## src/rtl/mmio_responder_pkg.sv

```systemverilog
// Shared MMIO register map: offsets relative to the region base and status-word bit positions.
// Reused by the core's load path and by software headers.
package mmio_responder_pkg;

  typedef enum logic [7:0] {
    MMIO_STATUS = 8'h00,
    MMIO_RX     = 8'h04,
    MMIO_TX     = 8'h08,
    MMIO_CYC    = 8'h10,
    MMIO_INST   = 8'h14,
    MMIO_CRST   = 8'h18
  } mmio_off_e;

  localparam int STAT_TX_NFULL = 0;
  localparam int STAT_RX_FULL  = 1;
  localparam int STAT_OVF      = 2;

endpackage

```

## src/rtl/mmio_responder_sync_fifo.sv

```systemverilog
// Single-clock FIFO with a combinational head (dout) and occupancy tracked by a count register.
// A push while full is accepted only when a pop happens in the same cycle.
module mmio_responder_sync_fifo #(
  parameter int WIDTH = 8,
  parameter int DEPTH = 8
) (
  input  logic             clk,
  input  logic             rst_n,
  input  logic             push_i,
  input  logic [WIDTH-1:0] din_i,
  input  logic             pop_i,
  output logic [WIDTH-1:0] dout_o,
  output logic             full_o,
  output logic             empty_o
);

  localparam int AW = $clog2(DEPTH);
  localparam logic [AW-1:0] PTR_ONE = AW'(1);
  localparam logic [AW:0]   CNT_ONE = (AW+1)'(1);
  localparam logic [AW:0]   CNT_MAX = (AW+1)'(DEPTH);

  logic [WIDTH-1:0] mem_q [DEPTH];
  logic [AW-1:0]    wr_ptr_q, wr_ptr_d;
  logic [AW-1:0]    rd_ptr_q, rd_ptr_d;
  logic [AW:0]      count_q, count_d;
  logic             do_push, do_pop;

  assign full_o  = (count_q == CNT_MAX);
  assign empty_o = (count_q == '0);
  assign dout_o  = mem_q[rd_ptr_q];

  assign do_pop  = pop_i & ~empty_o;
  assign do_push = push_i & (~full_o | do_pop);

  always_comb begin
    wr_ptr_d = wr_ptr_q;
    rd_ptr_d = rd_ptr_q;
    count_d  = count_q;
    if (do_push) wr_ptr_d = wr_ptr_q + PTR_ONE;
    if (do_pop)  rd_ptr_d = rd_ptr_q + PTR_ONE;
    case ({do_push, do_pop})
      2'b10:   count_d = count_q + CNT_ONE;
      2'b01:   count_d = count_q - CNT_ONE;
      default: count_d = count_q;
    endcase
  end

  always_ff @(posedge clk or negedge rst_n) begin
    if (!rst_n) begin
      wr_ptr_q <= '0;
      rd_ptr_q <= '0;
      count_q  <= '0;
    end else begin
      wr_ptr_q <= wr_ptr_d;
      rd_ptr_q <= rd_ptr_d;
      count_q  <= count_d;
    end
  end

  // Storage carries no reset; stale entries are unreachable once the pointers clear.
  always_ff @(posedge clk) begin
    if (do_push) mem_q[wr_ptr_q] <= din_i;
  end

endmodule

```

## src/rtl/mmio_responder.sv

```systemverilog
// MMIO responder beside the DMEM/IMEM decode: UART TX FIFO, RX holding register,
// cycle/instruction counters and a registered read port with BRAM-like 1-cycle latency.
module mmio_responder
  import mmio_responder_pkg::*;
#(
  parameter int          TX_DEPTH  = 8,
  parameter logic [31:0] MMIO_BASE = 32'h8000_0000
) (
  input  logic        clk,
  input  logic        rst_n,
  input  logic [31:0] addr_i,
  input  logic [31:0] wdata_i,
  input  logic [3:0]  wbe_i,
  input  logic        wen_i,
  input  logic        ren_i,
  output logic [31:0] rdata_o,
  input  logic        inst_ret_i,
  output logic [7:0]  tx_data_o,
  output logic        tx_valid_o,
  input  logic        tx_ready_i,
  input  logic [7:0]  rx_data_i,
  input  logic        rx_valid_i,
  output logic        rx_ready_o
);

  logic        hit, rd_hit, wr_hit;
  logic [7:0]  off;
  logic        tx_push, tx_pop, tx_full, tx_empty;
  logic        ovf_set, stat_rd, rx_rd, cnt_rst;
  logic [31:0] status_w;

  logic [31:0] rdata_q, rdata_d;
  logic [31:0] cyc_q, cyc_d;
  logic [31:0] inst_q, inst_d;
  logic        ovf_q, ovf_d;
  logic        rx_full_q, rx_full_d;
  logic [7:0]  rx_byte_q, rx_byte_d;

  logic unused_bits;
  assign unused_bits = ^{addr_i[29:8], wdata_i[31:8], wbe_i[3:1]};

  assign hit    = (addr_i[31:30] == MMIO_BASE[31:30]);
  assign off    = addr_i[7:0];
  assign rd_hit = ren_i & hit;
  assign wr_hit = wen_i & hit;

  assign stat_rd = rd_hit & (off == MMIO_STATUS);
  assign rx_rd   = rd_hit & (off == MMIO_RX);
  assign cnt_rst = wr_hit & (off == MMIO_CRST);
  assign tx_push = wr_hit & (off == MMIO_TX) & wbe_i[0];
  assign tx_pop  = tx_valid_o & tx_ready_i;
  // A refused push is one that finds the FIFO full with no simultaneous drain.
  assign ovf_set = tx_push & tx_full & ~tx_pop;

  mmio_responder_sync_fifo #(
    .WIDTH (8),
    .DEPTH (TX_DEPTH)
  ) u_tx_fifo (
    .clk     (clk),
    .rst_n   (rst_n),
    .push_i  (tx_push),
    .din_i   (wdata_i[7:0]),
    .pop_i   (tx_pop),
    .dout_o  (tx_data_o),
    .full_o  (tx_full),
    .empty_o (tx_empty)
  );

  assign tx_valid_o = ~tx_empty;
  assign rx_ready_o = ~rx_full_q;
  assign rdata_o    = rdata_q;

  always_comb begin
    status_w                = '0;
    status_w[STAT_TX_NFULL] = ~tx_full;
    status_w[STAT_RX_FULL]  = rx_full_q;
    status_w[STAT_OVF]      = ovf_q;
  end

  always_comb begin
    rdata_d = '0;
    if (rd_hit) begin
      case (off)
        MMIO_STATUS: rdata_d = status_w;
        MMIO_RX:     rdata_d = rx_full_q ? {24'b0, rx_byte_q} : 32'b0;
        MMIO_CYC:    rdata_d = cyc_q;
        MMIO_INST:   rdata_d = inst_q;
        default:     rdata_d = '0;
      endcase
    end
  end

  always_comb begin
    ovf_d     = ovf_q;
    rx_full_d = rx_full_q;
    rx_byte_d = rx_byte_q;
    cyc_d     = cyc_q + 32'd1;
    inst_d    = inst_q + {31'b0, inst_ret_i};
    if (ovf_set)      ovf_d = 1'b1;
    else if (stat_rd) ovf_d = 1'b0;
    // Capture only when empty, so a same-cycle pop-and-arrival waits a cycle on rx_ready.
    if (rx_rd && rx_full_q) begin
      rx_full_d = 1'b0;
    end else if (rx_valid_i && !rx_full_q) begin
      rx_full_d = 1'b1;
      rx_byte_d = rx_data_i;
    end
    if (cnt_rst) begin
      cyc_d  = '0;
      inst_d = '0;
    end
  end

  always_ff @(posedge clk or negedge rst_n) begin
    if (!rst_n) begin
      rdata_q   <= '0;
      cyc_q     <= '0;
      inst_q    <= '0;
      ovf_q     <= 1'b0;
      rx_full_q <= 1'b0;
      rx_byte_q <= '0;
    end else begin
      rdata_q   <= rdata_d;
      cyc_q     <= cyc_d;
      inst_q    <= inst_d;
      ovf_q     <= ovf_d;
      rx_full_q <= rx_full_d;
      rx_byte_q <= rx_byte_d;
    end
  end

endmodule

```

## config.mk

```make
export PLATFORM = sky130hd
export DESIGN_NAME = mmio_responder
export DESIGN_NICKNAME = d
export VERILOG_FILES = /design/src/rtl/mmio_responder_pkg.sv /design/src/rtl/mmio_responder_sync_fifo.sv /design/src/rtl/mmio_responder.sv
export SDC_FILE = /design/constraint.sdc
export NUM_CORES = 1
export LEC_CHECK = 0
export CAP_MARGIN = 20
export CORE_UTILIZATION = 45
export DETAILED_ROUTE_END_ITERATION = 7
export GPL_ROUTABILITY_DRIVEN = 0
export GPL_TIMING_DRIVEN = 0
export PLACE_DENSITY = 0.69
export SYNTH_ARGS = -nofsm -noshare
export SYNTH_HDL_FRONTEND = slang
export SYNTH_SLANG_ARGS = --single-unit
```

## constraint.sdc

```tcl
create_clock -name clk -period 4.48 [get_ports clk]
set_input_delay 0.672 -clock clk [delete_from_list [all_inputs] [get_ports clk]]
set_output_delay 0.672 -clock clk [all_outputs]
set_load 0.02 [all_outputs]
```

==> impl_summary.log, run 1 <==
[metrics] number of synthesized flops with an enable pin: 64
[metrics] detailed-route vias per instance: 5.79
[metrics] cell at the root of the clock tree: clkbuf_16
[metrics] Total Routing Usage GR: 0.208
[metrics] proportion of synthesized area in mux cells: 0.0784
[metrics] area growth from synthesis to layout: 20.4%
[metrics] Compound-Gate Fraction of Synth Area: 0.101
[metrics] count of instances resized after the clock tree is built: 0
[metrics] # fillers: 1,420
[metrics] depth of the CTS H-tree: 4
[metrics] XOR/XNOR share of the synthesized area: 0.0259
[metrics] Detailed Routing Iterations Pass 1: 6
[metrics] register share of total power: 0.450
[metrics] post-synthesis register bit count: 180
[metrics] maximum vdd drop: 0.323 mV
[metrics] die outline area: 18,600 µm²
[metrics] total design power: 0.00435 W
[metrics] port bufs: 75
[metrics] number of max-cap violations: 0
[metrics] Cell Rows: 48
[metrics] hold buffer count at cts: 0
[metrics] die height: 136 µm
[metrics] P_leak: 3.61 nW
[metrics] endpoint of the worst register-to-register path: u_tx_fifo.count_q[3]$_DFFE_PN0P_
[metrics] Simple-Gate Fraction of Synth Area: 0.159
[metrics] core area: 17,500 µm²
[metrics] routed wirelength normalized by instance count: 18.2 µm
[metrics] worst-margin pin slew: 966 ps
[metrics] CP arrival: 3100 ps
[metrics] internal power of the cells: 0.00316 W
[metrics] Final Instance Area: 9780 µm²
[metrics] Clock Pin Slew Worst Setup and Hold Paths: 60 ps
[metrics] clock tree from TritonCTS: built
[metrics] largest net degree at the start of global routing: 74
[metrics] # setup viols final: 0
[metrics] remaining antenna violation count: 0
[metrics] CTS Buffer Depth: 2
[metrics] endpoint required time on the critical path: 3810 ps
[metrics] Worst Path Class, Setup: reg -> out
[metrics] initial antenna violation count: 1
[metrics] Final nets: 853
[metrics] endpoints failing hold: 0
[metrics] detailed-route wire length: 18,200 µm
[metrics] cts bufs inserted: 17
[metrics] leftover overflow at the end of global routing: 0
[metrics] ordered cell list for the critical path: clkbuf_1 -> buf_2 -> mux4_2 -> mux2_2 -> clkdlybuf4s50_1
[metrics] max incr delay on CP: 550 ps
[metrics] part of the power in combinational logic: 0.208
[metrics] final critical-path share of the clock period: 0.842
[metrics] result of the run: completed
[metrics] timing-limited maximum frequency: 0.265 GHz
[metrics] slack of the worst reg-to-reg path: 1910 ps
[metrics] clock group share of total power: 0.342
[metrics] latest clock arrival within the worst-skew pair: 420 ps
[metrics] worst rel slew slack: 0.353
[metrics] final core utilization: 0.559
[metrics] Post-Syn Area per Cell: 12.2 µm²
[metrics] vias in the first global route: 5,883
[metrics] Max Clock Skew: 7.58 ps
[metrics] number of DRC markers after the initial detailed-route iteration: 412
[metrics] area of the mapped netlist: 8120 µm²
[metrics] first-pass GRT wire length: 29,400 µm
[metrics] worst reg2reg path depth: 8
[metrics] total number of vias: 5,795
[metrics] CP max-delay cell: mux4_2
[metrics] gate count of the mapped netlist: 665
[metrics] starting density of the core: 0.465
[metrics] proportion of synthesized flip-flops having asynchronous set or reset: 0.644
[metrics] Setup crit start kind: register
[metrics] maximum fanout along the worst path: 10
[metrics] number of I/O pins: 125
[metrics] combinational family with the most area after synthesis: simple AND/OR/NAND/NOR gates
[metrics] remaining routing DRC violations: 0
[metrics] top_reg_cell synth: dfrtp_1
[metrics] Adder-Cell Fraction of Synth Area: 0.0132
[metrics] fraction of power spent switching nets: 0.275
[metrics] count of synthesis-stage warnings from yosys: 0
[metrics] number of sinks handled by clock tree synthesis: 180
[metrics] Max Transition Viols Final: 0
[metrics] distinct cell type count of the synthesized netlist: 58
[metrics] Crit path max-delay family: buffers and inverters
[metrics] post-CTS setup buffer count: 0
[metrics] share of final-layout standard cells stronger than drive strength 1: 0.126
[metrics] Final min period: 3770 ps
[metrics] Post-Syn Nets: 756
[metrics] RR Startpoint: u_tx_fifo.count_q[0]$_DFFE_PN0P_
[metrics] sequential element share of the synthesized area: 0.594
[metrics] count of buffer and inverter cells on the critical path: 3
[metrics] CP Capture Type: output port
[metrics] die boundary width: 136 µm
[metrics] placed inst area: 9190 µm²
[metrics] critical path launch point: u_tx_fifo.rd_ptr_q[0]$_DFFE_PN0P_
[metrics] total power density per cell area: 445 nW/µm²
[metrics] RSZ-0062 raised after global routing: no
[metrics] final HPWL from detailed placement: 12,800 µm
[metrics] HP Class: in -> async
[metrics] net load switching power: 0.00120 W
==> state kept, by name, indices dropped and copies added (netlist names) <==
register	cells
u_tx_fifo.count_q	4
u_tx_fifo.rd_ptr_q	3
ovf_q	1
inst_q	32
u_tx_fifo.wr_ptr_q	3
u_tx_fifo.mem_q	64
rdata_o	32
cyc_q	32
rx_byte_q	8
rx_full_q	1
==> synth_stat cells, types with 7 or more instances <==
cell type	count	share of area
dfrtp_1	116	0.36
edfxtp_1	64	0.24
nor2_1	64	0.030
a21oi_1	40	0.025
nand2_1	32	0.015
a22oi_1	30	0.028
or4_1	25	0.023
nand3_1	23	0.014
mux2_2	21	0.029
o31ai_1	21	0.019
clkbuf_1	20	0.0092
inv_1	20	0.0092
xnor2_1	20	0.022
o21ai_0	19	0.012
mux4_2	16	0.044
or3_1	15	0.012
nand4_1	11	0.0085
nor3_1	10	0.0062
nor4_1	8	0.0062
and3_1	7	0.0054
buf_2	7	0.0043
ha_1	7	0.011
==> metal layers <==
metal | wire length, µm | vias to the layer above | track usage
li1 | - | 2706 | -
met1 | 7790 | 2885 | 0.262
met2 | 9240 | 174 | 0.354
met3 | 814 | 30 | 0.0447
met4 | 344 | 0 | 0.0716
met5 | 0 | - | 0
==> power by group through the flow <==
stage,clock network (W),logic [W],registers (W)
2_1_floorplan,0,0.000627,0.00195
3_5_place_dp,0,0.000921,0.00199
5_1_grt,0.00158,0.00100,0.00197
6_report,0.00149,0.000908,0.00196
4_1_cts,0.00151,0.000924,0.00195
3_3_place_gp,0,0.000882,0.00198
==> worst max path at each step <==
stage,end,depth (start not counted)
2_1_floorplan,u_tx_fifo.mem_q[0][0]$_DFFE_PP_,4
3_5_place_dp,u_tx_fifo.mem_q[4][4]$_DFFE_PP_,5
3_3_place_gp,u_tx_fifo.rd_ptr_q[2]$_DFFE_PN0P_,1
4_1_cts,tx_data_o[6],5
6_report,tx_data_o[6],5
5_1_grt,tx_data_o[6],5
==> layout by cell type (no fill, tap or decap), drive strengths merged, types with 6 or more instances in the layout <==
cell / n
a22oi: 30
clkdlybuf4s50: 74
o31ai: 21
nand3: 26
nor3: 12
clkinv: 7
ha: 7
dfrtp: 116
buf: 15
nand2b: 6
o21ai: 20
nor2: 64
mux2: 21
nand4: 13
and3: 7
a21oi: 40
edfxtp: 64
mux4: 16
nor4: 10
inv: 22
or3: 16
nand2: 32
xnor2: 20
clkbuf: 39
or4: 27
==> through the flow <==
| step | instances | worst slack (ps) | setup TNS, ps | hold WS [ps] |
|---|---|---|---|---|
| 6_report | 1001 | 709 | 0 | 369 |
| 5_1_grt | 1000 | 488 | 0 | 462 |
| 4_1_cts | 1000 | 607 | 0 | 410 |
| 3_5_place_dp | 968 | 706 | 0 | 497 |
| 3_3_place_gp | 965 | -1580 | -182080 | 491 |
| 2_1_floorplan | 665 | 1650 | 0 | 376 |
==> cells by family (layout without fill, tap and decap cells) <==
logic type,after synthesis,in the layout
xor+xnor,24,24
fa+ha+maj,8,8
buf+inv,53,163
simple gates,233,233
flops,180,180
compound gates,126,126
other cells,0,1
mux,41,41
==> final cells by class <==
type	count	area (µm²)	area share
timing repair buffer	78	783	0.0801
buffer	33	159	0.0163
inverter	20	75.1	0.00768
multi-input combinational	432	3060	0.313
clock buffer	17	425	0.0435
antenna	1	2.50	0.000256
sequential	180	4820	0.493
tap	225	282	0.0288
clock inverter	15	161	0.0165
Note: power is estimated with default switching activity, not from simulation.
==> run 2, diff against run 1 <==
- PLACE_DENSITY: 0.69 -> 0.71
- clock period: 4.48 -> 3.35 ns (I/O delays scaled with it)
==> impl_summary.log, run 2 (synthesized netlist as in run 1, its figures left out) <==
[metrics] latest clock arrival within the worst-skew pair: 440 ps (+20 ps)
[metrics] total power density per cell area: 586 nW/µm² (+32%)
[metrics] clock group share of total power: 0.325 (-0.017)
[metrics] final core utilization: 0.559 (-0.000645)
[metrics] initial antenna violation count: 0 (-1)
[metrics] met3 routing resource usage after global routing: 0.0507 (+0.00597)
[metrics] core area: 17,500 µm² (unchanged)
[metrics] CP arrival: 2690 ps (-410 ps)
[metrics] detailed-route vias per instance: 5.86 (+1.2%)
[metrics] # setup viols final: 0 (unchanged)
[metrics] HP Class: in -> async
[metrics] number of sinks handled by clock tree synthesis: 180 (unchanged)
[metrics] largest net degree at the start of global routing: 68 (-8.1%)
[metrics] total number of vias: 5,853 (+1.0%)
[metrics] endpoint required time on the critical path: 2850 ps (-960 ps)
[metrics] Total Routing Usage GR: 0.212 (+0.00343)
[metrics] placed inst area: 9200 µm² (about the same)
[metrics] CP Capture Type: output port
[metrics] internal power of the cells: 0.00404 W (+28%)
[metrics] Worst Path Class, Setup: reg -> out
[metrics] number of I/O pins: 125 (unchanged)
[metrics] depth of the CTS H-tree: 4 (unchanged)
[metrics] register share of total power: 0.458 (+0.008)
[metrics] final non-filler cell total: 999 (-0.20%)
[metrics] worst-margin pin slew: 935 ps (-31.1 ps)
[metrics] RSZ-0062 raised after global routing: no
[metrics] remaining routing DRC violations: 0 (unchanged)
[metrics] accumulated negative setup slack: 0 ps (unchanged)
[metrics] number of max-cap violations: 0 (unchanged)
[metrics] Final nets: 853 (unchanged)
[metrics] RR Startpoint: u_tx_fifo.count_q[0]$_DFFE_PN0P_
[metrics] endpoint of the worst register-to-register path: u_tx_fifo.count_q[3]$_DFFE_PN0P_
[metrics] final HPWL from detailed placement: 13,000 µm (+1.7%)
[metrics] net load switching power: 0.00168 W (+41%)
[metrics] Detailed Routing Iterations Pass 1: 5 (-1)
[metrics] worst rel slew slack: 0.371 (+0.0174)
[metrics] count of inserted antenna diode cells: 0 (-1)
[metrics] routing usage on met1: 0.280 (+0.0181)
[metrics] clock tree from TritonCTS: built
[metrics] Cell Rows: 48 (unchanged)
[metrics] first-pass GRT wire length: 29,800 µm (+1.2%)
[metrics] part of the power in combinational logic: 0.217 (+0.009)
[metrics] cell at the root of the clock tree: clkbuf_16
[metrics] area growth from synthesis to layout: 20.2%
[metrics] result of the run: completed
[metrics] endpoints failing hold: 0 (unchanged)
[metrics] timing-limited maximum frequency: 0.314 GHz
[metrics] slack of the worst reg-to-reg path: 780 ps (-1130 ps)
[metrics] vias in the first global route: 5,790 (-1.6%)
[metrics] routed wirelength normalized by instance count: 18.6 µm (+2.2%)
[metrics] die height: 136 µm (unchanged)
[metrics] maximum vdd drop: 0.462 mV (+43%)
[metrics] Final min period: 3190 ps
[metrics] detailed-route wire length: 18,600 µm (+2.0%)
[metrics] leading cell types in the layout, fill and taps excluded: 116 x dfrtp_1, 74 x clkdlybuf4s50_1, 64 x edfxtp_1, 62 x nor2_1, 40 x a21oi_1
[metrics] P_leak: 3.61 nW (about the same)
[metrics] starting density of the core: 0.465 (unchanged)
[metrics] Final Instance Area: 9770 µm² (-0.12%)
[metrics] number of placed instances, taps included: 968 (unchanged)
[metrics] share of final-layout standard cells stronger than drive strength 1: 0.138 (+0.0118)
[metrics] port bufs: 75 (unchanged)
[metrics] final worst hold slack: 95.4 ps (-273 ps)
[metrics] cts bufs inserted: 17 (unchanged)
[metrics] number of DRC markers after the initial detailed-route iteration: 449 (+9.0%)
[metrics] Setup crit start kind: register
[metrics] Clock Pin Slew Worst Setup and Hold Paths: 70 ps (about the same)
[metrics] met2 layer usage reported by global route: 0.344 (-0.0102)
[metrics] remaining antenna violation count: 0 (unchanged)
[metrics] leftover overflow at the end of global routing: 0 (unchanged)
[metrics] Max Clock Skew: 10.7 ps (+3.12 ps)
[metrics] fraction of power spent switching nets: 0.294 (+0.0190)
[metrics] final critical-path share of the clock period: 0.952
[metrics] hold buffer count at cts: 0 (unchanged)
[metrics] maximum fanout along the worst path: 10 (unchanged)
[metrics] die boundary width: 136 µm (unchanged)
[metrics] CTS Buffer Depth: 2 (unchanged)
[metrics] global routing's busiest layer: met2
[metrics] most frequent standard cell in the layout excluding fill and tap cells: dfrtp_1
[metrics] die outline area: 18,600 µm² (unchanged)
[metrics] worst reg2reg path depth: 8 (unchanged)
[metrics] largest reg by FF count: u_tx_fifo.mem_q
[metrics] Largest register FFs: 64 (unchanged)
[metrics] Max Transition Viols Final: 0 (unchanged)
-- run 2: cell types whose count changed in the layout (fill, tap and decap cells not counted), sizes merged --
| cell | previous run | this run |
|---|---|---|
| inv | 22 | 28 |
| clkbuf | 39 | 40 |
| clkinvlp | 3 | 2 |
| bufinv | 3 | 0 |
| diode | 1 | 0 |
| clkinv | 7 | 3 |
-- run 2: per-layer routing --
metal / vias up / share of wire
met5: - / 0
met4: 0 / 0.017
met3: 28 / 0.046
met2: 172 / 0.49
met1: 2943 / 0.44
li1: 2710 / -
-- run 2: power groups by stage --
stage | registers (W) | logic, W | clock network [W]
2_1_floorplan | 0.00260 | 0.000839 | 0
3_3_place_gp | 0.00264 | 0.00119 | 0
3_5_place_dp | 0.00266 | 0.00124 | 0
4_1_cts | 0.00262 | 0.00125 | 0.00189
5_1_grt | 0.00264 | 0.00136 | 0.00198
6_report | 0.00262 | 0.00124 | 0.00186
-- run 2: layout make-up --
type                       count  area [µm²]
fill                        1412        7710
sequential                   180        4820
multi-input combinational    432        3080
timing repair buffer          78         791
clock buffer                  18         429
tap                          225         282
buffer                        33         168
clock inverter                13         116
inverter                      20        75.1
-- run 2: through the flow --
step	setup WS, ps	total power (W)
finish	161	0.00572
global route	17.1	0.00598
CTS	4.09	0.00576
detailed placement	-451	0.00389
global placement	-2510	0.00383
floorplan	689	0.00344
-- run 2: worst max path at each step --
stage / start / endpoint / slack (ps) / cells after the start
global placement: rst_n / u_tx_fifo.rd_ptr_q[2]$_DFFE_PN0P_ / -2510 / 1
detailed placement: addr_i[4] / u_tx_fifo.mem_q[0][3]$_DFFE_PP_ / -450 / 6
finish: u_tx_fifo.rd_ptr_q[0]$_DFFE_PN0P_ / tx_data_o[0] / 160 / 5
floorplan: addr_i[30] / u_tx_fifo.mem_q[0][0]$_DFFE_PP_ / 690 / 4
global route: u_tx_fifo.rd_ptr_q[0]$_DFFE_PN0P_ / tx_data_o[0] / 20 / 5
CTS: u_tx_fifo.rd_ptr_q[0]$_DFFE_PN0P_ / tx_data_o[5] / 4 / 5
-- run 2: worst max-delay path, cell delays in order (launching register included) --
cell and delay, ps:
dfrtp_1 360, clkbuf_4 250, buf_4 280, mux4_2 530
mux2_2 300, clkdlybuf4s50_1 540
-- run 2: what timing repair did --
item | in CTS | in global routing
buffers inserted | 0 | 0
resized for setup | 4 | 7
endpoints found under the setup margin | 10 | 41
==> run 3, diff against run 2 <==
- SLEW_MARGIN: not set -> 20
==> impl_summary.log, run 3 (synthesized netlist as in run 1, its figures left out) <==
[metrics] result of the run: completed
[metrics] CP Capture Type: output port
[metrics] Final min period: 3200 ps (+10.9 ps)
[metrics] slack of the worst reg-to-reg path: 810 ps (+30 ps)
[metrics] fraction of power spent switching nets: 0.290 (-0.00304)
[metrics] final HPWL from detailed placement: 12,900 µm (-0.57%)
[metrics] count of buffer and inverter cells on the critical path: 3 (unchanged)
[metrics] clock tree from TritonCTS: built
[metrics] final worst hold slack: 30.0 ps (-65.4 ps)
[metrics] worst rel slew slack: 0.311 (-0.0602)
[metrics] endpoint of the worst register-to-register path: u_tx_fifo.count_q[3]$_DFFE_PN0P_
[metrics] critical path capture point: tx_data_o[0]
[metrics] latest clock arrival within the worst-skew pair: 430 ps (about the same)
[metrics] net load switching power: 0.00168 W (+0.18%)
[metrics] worst reg2reg path depth: 8 (unchanged)
[metrics] number of DRC markers after the initial detailed-route iteration: 378 (-16%)
[metrics] part of the power in combinational logic: 0.209 (-0.008)
[metrics] P_leak: 3.61 nW (about the same)
[metrics] remaining antenna violation count: 0 (unchanged)
[metrics] CP arrival: 2700 ps (about the same)
[metrics] initial antenna violation count: 0 (unchanged)
[metrics] Crit path max-delay family: buffers and inverters
[metrics] RR Startpoint: u_tx_fifo.count_q[0]$_DFFE_PN0P_
[metrics] Final nets: 850 (-0.35%)
[metrics] timing-limited maximum frequency: 0.312 GHz (-0.34%)
[metrics] endpoints failing hold: 0 (unchanged)
[metrics] largest reg by FF count: u_tx_fifo.mem_q
[metrics] total number of vias: 5,905 (+0.89%)
[metrics] CP max-delay cell: mux4_2
[metrics] maximum vdd drop: 0.438 mV (-5.1%)
[metrics] placed inst area: 9190 µm² (about the same)
[metrics] number of placed instances, taps included: 966 (-0.21%)
[metrics] worst-margin pin slew: 1020 ps (+89.5 ps)
[metrics] depth of the critical timing path with buffers and inverters included: 5 (unchanged)
[metrics] final core utilization: 0.559 (about the same)
[metrics] core area: 17,500 µm² (unchanged)
[metrics] Largest register FFs: 64 (unchanged)
[metrics] max incr delay on CP: 540 ps (about the same)
[metrics] Max Transition Viols Final: 0 (unchanged)
[metrics] CTS Buffer Depth: 2 (unchanged)
[metrics] vias in the first global route: 5,888 (+1.7%)
[metrics] remaining routing DRC violations: 0 (unchanged)
[metrics] Setup crit start kind: register
[metrics] storage element area: 4820 µm² (unchanged)
[metrics] die outline area: 18,600 µm² (unchanged)
[metrics] leftover overflow at the end of global routing: 0 (unchanged)
[metrics] maximum fanout along the worst path: 10 (unchanged)
[metrics] total power density per cell area: 593 nW/µm² (+1.2%)
[metrics] # fillers: 1,407 (-0.35%)
[metrics] critical path launch point: u_tx_fifo.rd_ptr_q[0]$_DFFE_PN0P_
[metrics] clock group share of total power: 0.334 (+0.009)
[metrics] count of inserted antenna diode cells: 0 (unchanged)
[metrics] internal power of the cells: 0.00411 W (+1.7%)
[metrics] endpoint required time on the critical path: 2850 ps (about the same)
[metrics] cell at the root of the clock tree: clkbuf_16
[metrics] RSZ-0062 raised after global routing: no
[metrics] share of final-layout standard cells stronger than drive strength 1: 0.136 (-0.00206)
[metrics] leading cell types in the layout, fill and taps excluded: 116 x dfrtp_1, 74 x clkdlybuf4s50_1, 64 x edfxtp_1, 63 x nor2_1, 40 x a21oi_1
[metrics] area growth from synthesis to layout: 20.3% (about the same)
[metrics] port bufs: 75 (unchanged)
[metrics] Max Clock Skew: 7.86 ps (-2.84 ps)
[metrics] HP Class: in -> async
[metrics] final critical-path share of the clock period: 0.955 (+0.00326)
[metrics] starting density of the core: 0.465 (unchanged)
[metrics] detailed-route vias per instance: 5.93 (+1.2%)
[metrics] cts bufs inserted: 17 (unchanged)
[metrics] most frequent standard cell in the layout excluding fill and tap cells: dfrtp_1
[metrics] number of I/O pins: 125 (unchanged)
[metrics] die height: 136 µm (unchanged)
[metrics] Worst Path Class, Setup: reg -> out
[metrics] largest net degree at the start of global routing: 60 (-12%)
[metrics] # setup viols final: 0 (unchanged)
[metrics] number of max-cap violations: 0 (unchanged)
[metrics] Cell Rows: 48 (unchanged)
[metrics] Detailed Routing Iterations Pass 1: 5 (unchanged)
[metrics] depth of the CTS H-tree: 4 (unchanged)
[metrics] post-CTS setup buffer count: 0 (unchanged)
[metrics] Total Routing Usage GR: 0.215 (+0.00355)
[metrics] detailed-route wire length: 18,700 µm (+0.93%)
[metrics] ordered cell list for the critical path: clkbuf_4 -> buf_4 -> mux4_2 -> mux2_2 -> clkdlybuf4s50_1
[metrics] routed wirelength normalized by instance count: 18.8 µm (+1.2%)
[metrics] register share of total power: 0.456 (-0.002)
[metrics] Final Instance Area: 9770 µm² (about the same)
[metrics] Clock Pin Slew Worst Setup and Hold Paths: 70 ps (about the same)
[metrics] final non-filler cell total: 996 (-0.30%)
[metrics] first-pass GRT wire length: 30,300 µm (+1.6%)
[metrics] die boundary width: 136 µm (unchanged)
[metrics] number of sinks handled by clock tree synthesis: 180 (unchanged)
[metrics] area occupied by multi-input gates: 3080 µm² (about the same)
[metrics] total design power: 0.00579 W (+1.2%)
==> run 3: per-stage QoR <==
stage          TNS [ps]  worst slack [ps]
6_report              0               150
5_1_grt               0              18.6
4_1_cts               0              97.6
3_5_place_dp     -11380              -321
3_3_place_gp    -302790             -2510
2_1_floorplan         0               689
==> run 3: how the worst min path moves through the flow <==
stage                                         from                       end  slack, ps  cells past startpoint
after floorplan                              rst_n        cyc_q[0]$_DFF_PN0_        210                      0
after global placement    rx_byte_q[6]$_DFFE_PN0P_  rx_byte_q[6]$_DFFE_PN0P_        490                      1
after detailed placement  rx_byte_q[5]$_DFFE_PN0P_  rx_byte_q[5]$_DFFE_PN0P_        500                      1
after CTS                                    rst_n      inst_q[17]$_DFF_PN0_         50                      1
after global routing                         rst_n      inst_q[16]$_DFF_PN0_         60                      1
final                                        rst_n      inst_q[17]$_DFF_PN0_         30                      1
==> run 3: what timing repair did <==
item,4_1_cts,5_1_grt
hold buffers,0,0
resized for setup,4,2
pin swaps,0,0
setup endpoints to repair,8,28
==> run 3: routing by layer <==
| layer | wire length, µm | GRT usage | share of wire | vias to the layer above |
|---|---|---|---|---|
| li1 | - | - | - | 2705 |
| met1 | 8150 | 0.279 | 0.43 | 2988 |
| met2 | 9420 | 0.358 | 0.50 | 178 |
| met3 | 834 | 0.0455 | 0.045 | 34 |
| met4 | 341 | 0.0735 | 0.018 | 0 |
| met5 | 0 | 0 | 0 | - |
==> run 3: final cells by class <==
class                      instances  area share
sequential                       180       0.494
tap                              225      0.0288
timing repair buffer              76      0.0798
buffer                            32      0.0166
inverter                          20     0.00768
clock buffer                      17      0.0435
multi-input combinational        432       0.315
clock inverter                    14      0.0143
==> run 3: power groups by stage <==
stage | sequential, W | combinational [W] | clock (W)
floorplan | 0.00260 | 0.000839 | 0
global placement | 0.00264 | 0.00119 | 0
detailed placement | 0.00266 | 0.00124 | 0
CTS | 0.00264 | 0.00123 | 0.00197
global route | 0.00266 | 0.00133 | 0.00207
finish | 0.00264 | 0.00121 | 0.00194
==> run 3: worst reg2reg max path, cell delays in order (launching register included) <==
cell	delay (ps)
dfrtp_1	430
or4_1	590
nand3_1	170
inv_1	100
ha_1	280
a21o_1	190
a21o_1	190
or4_1	400
o2111ai_1	110
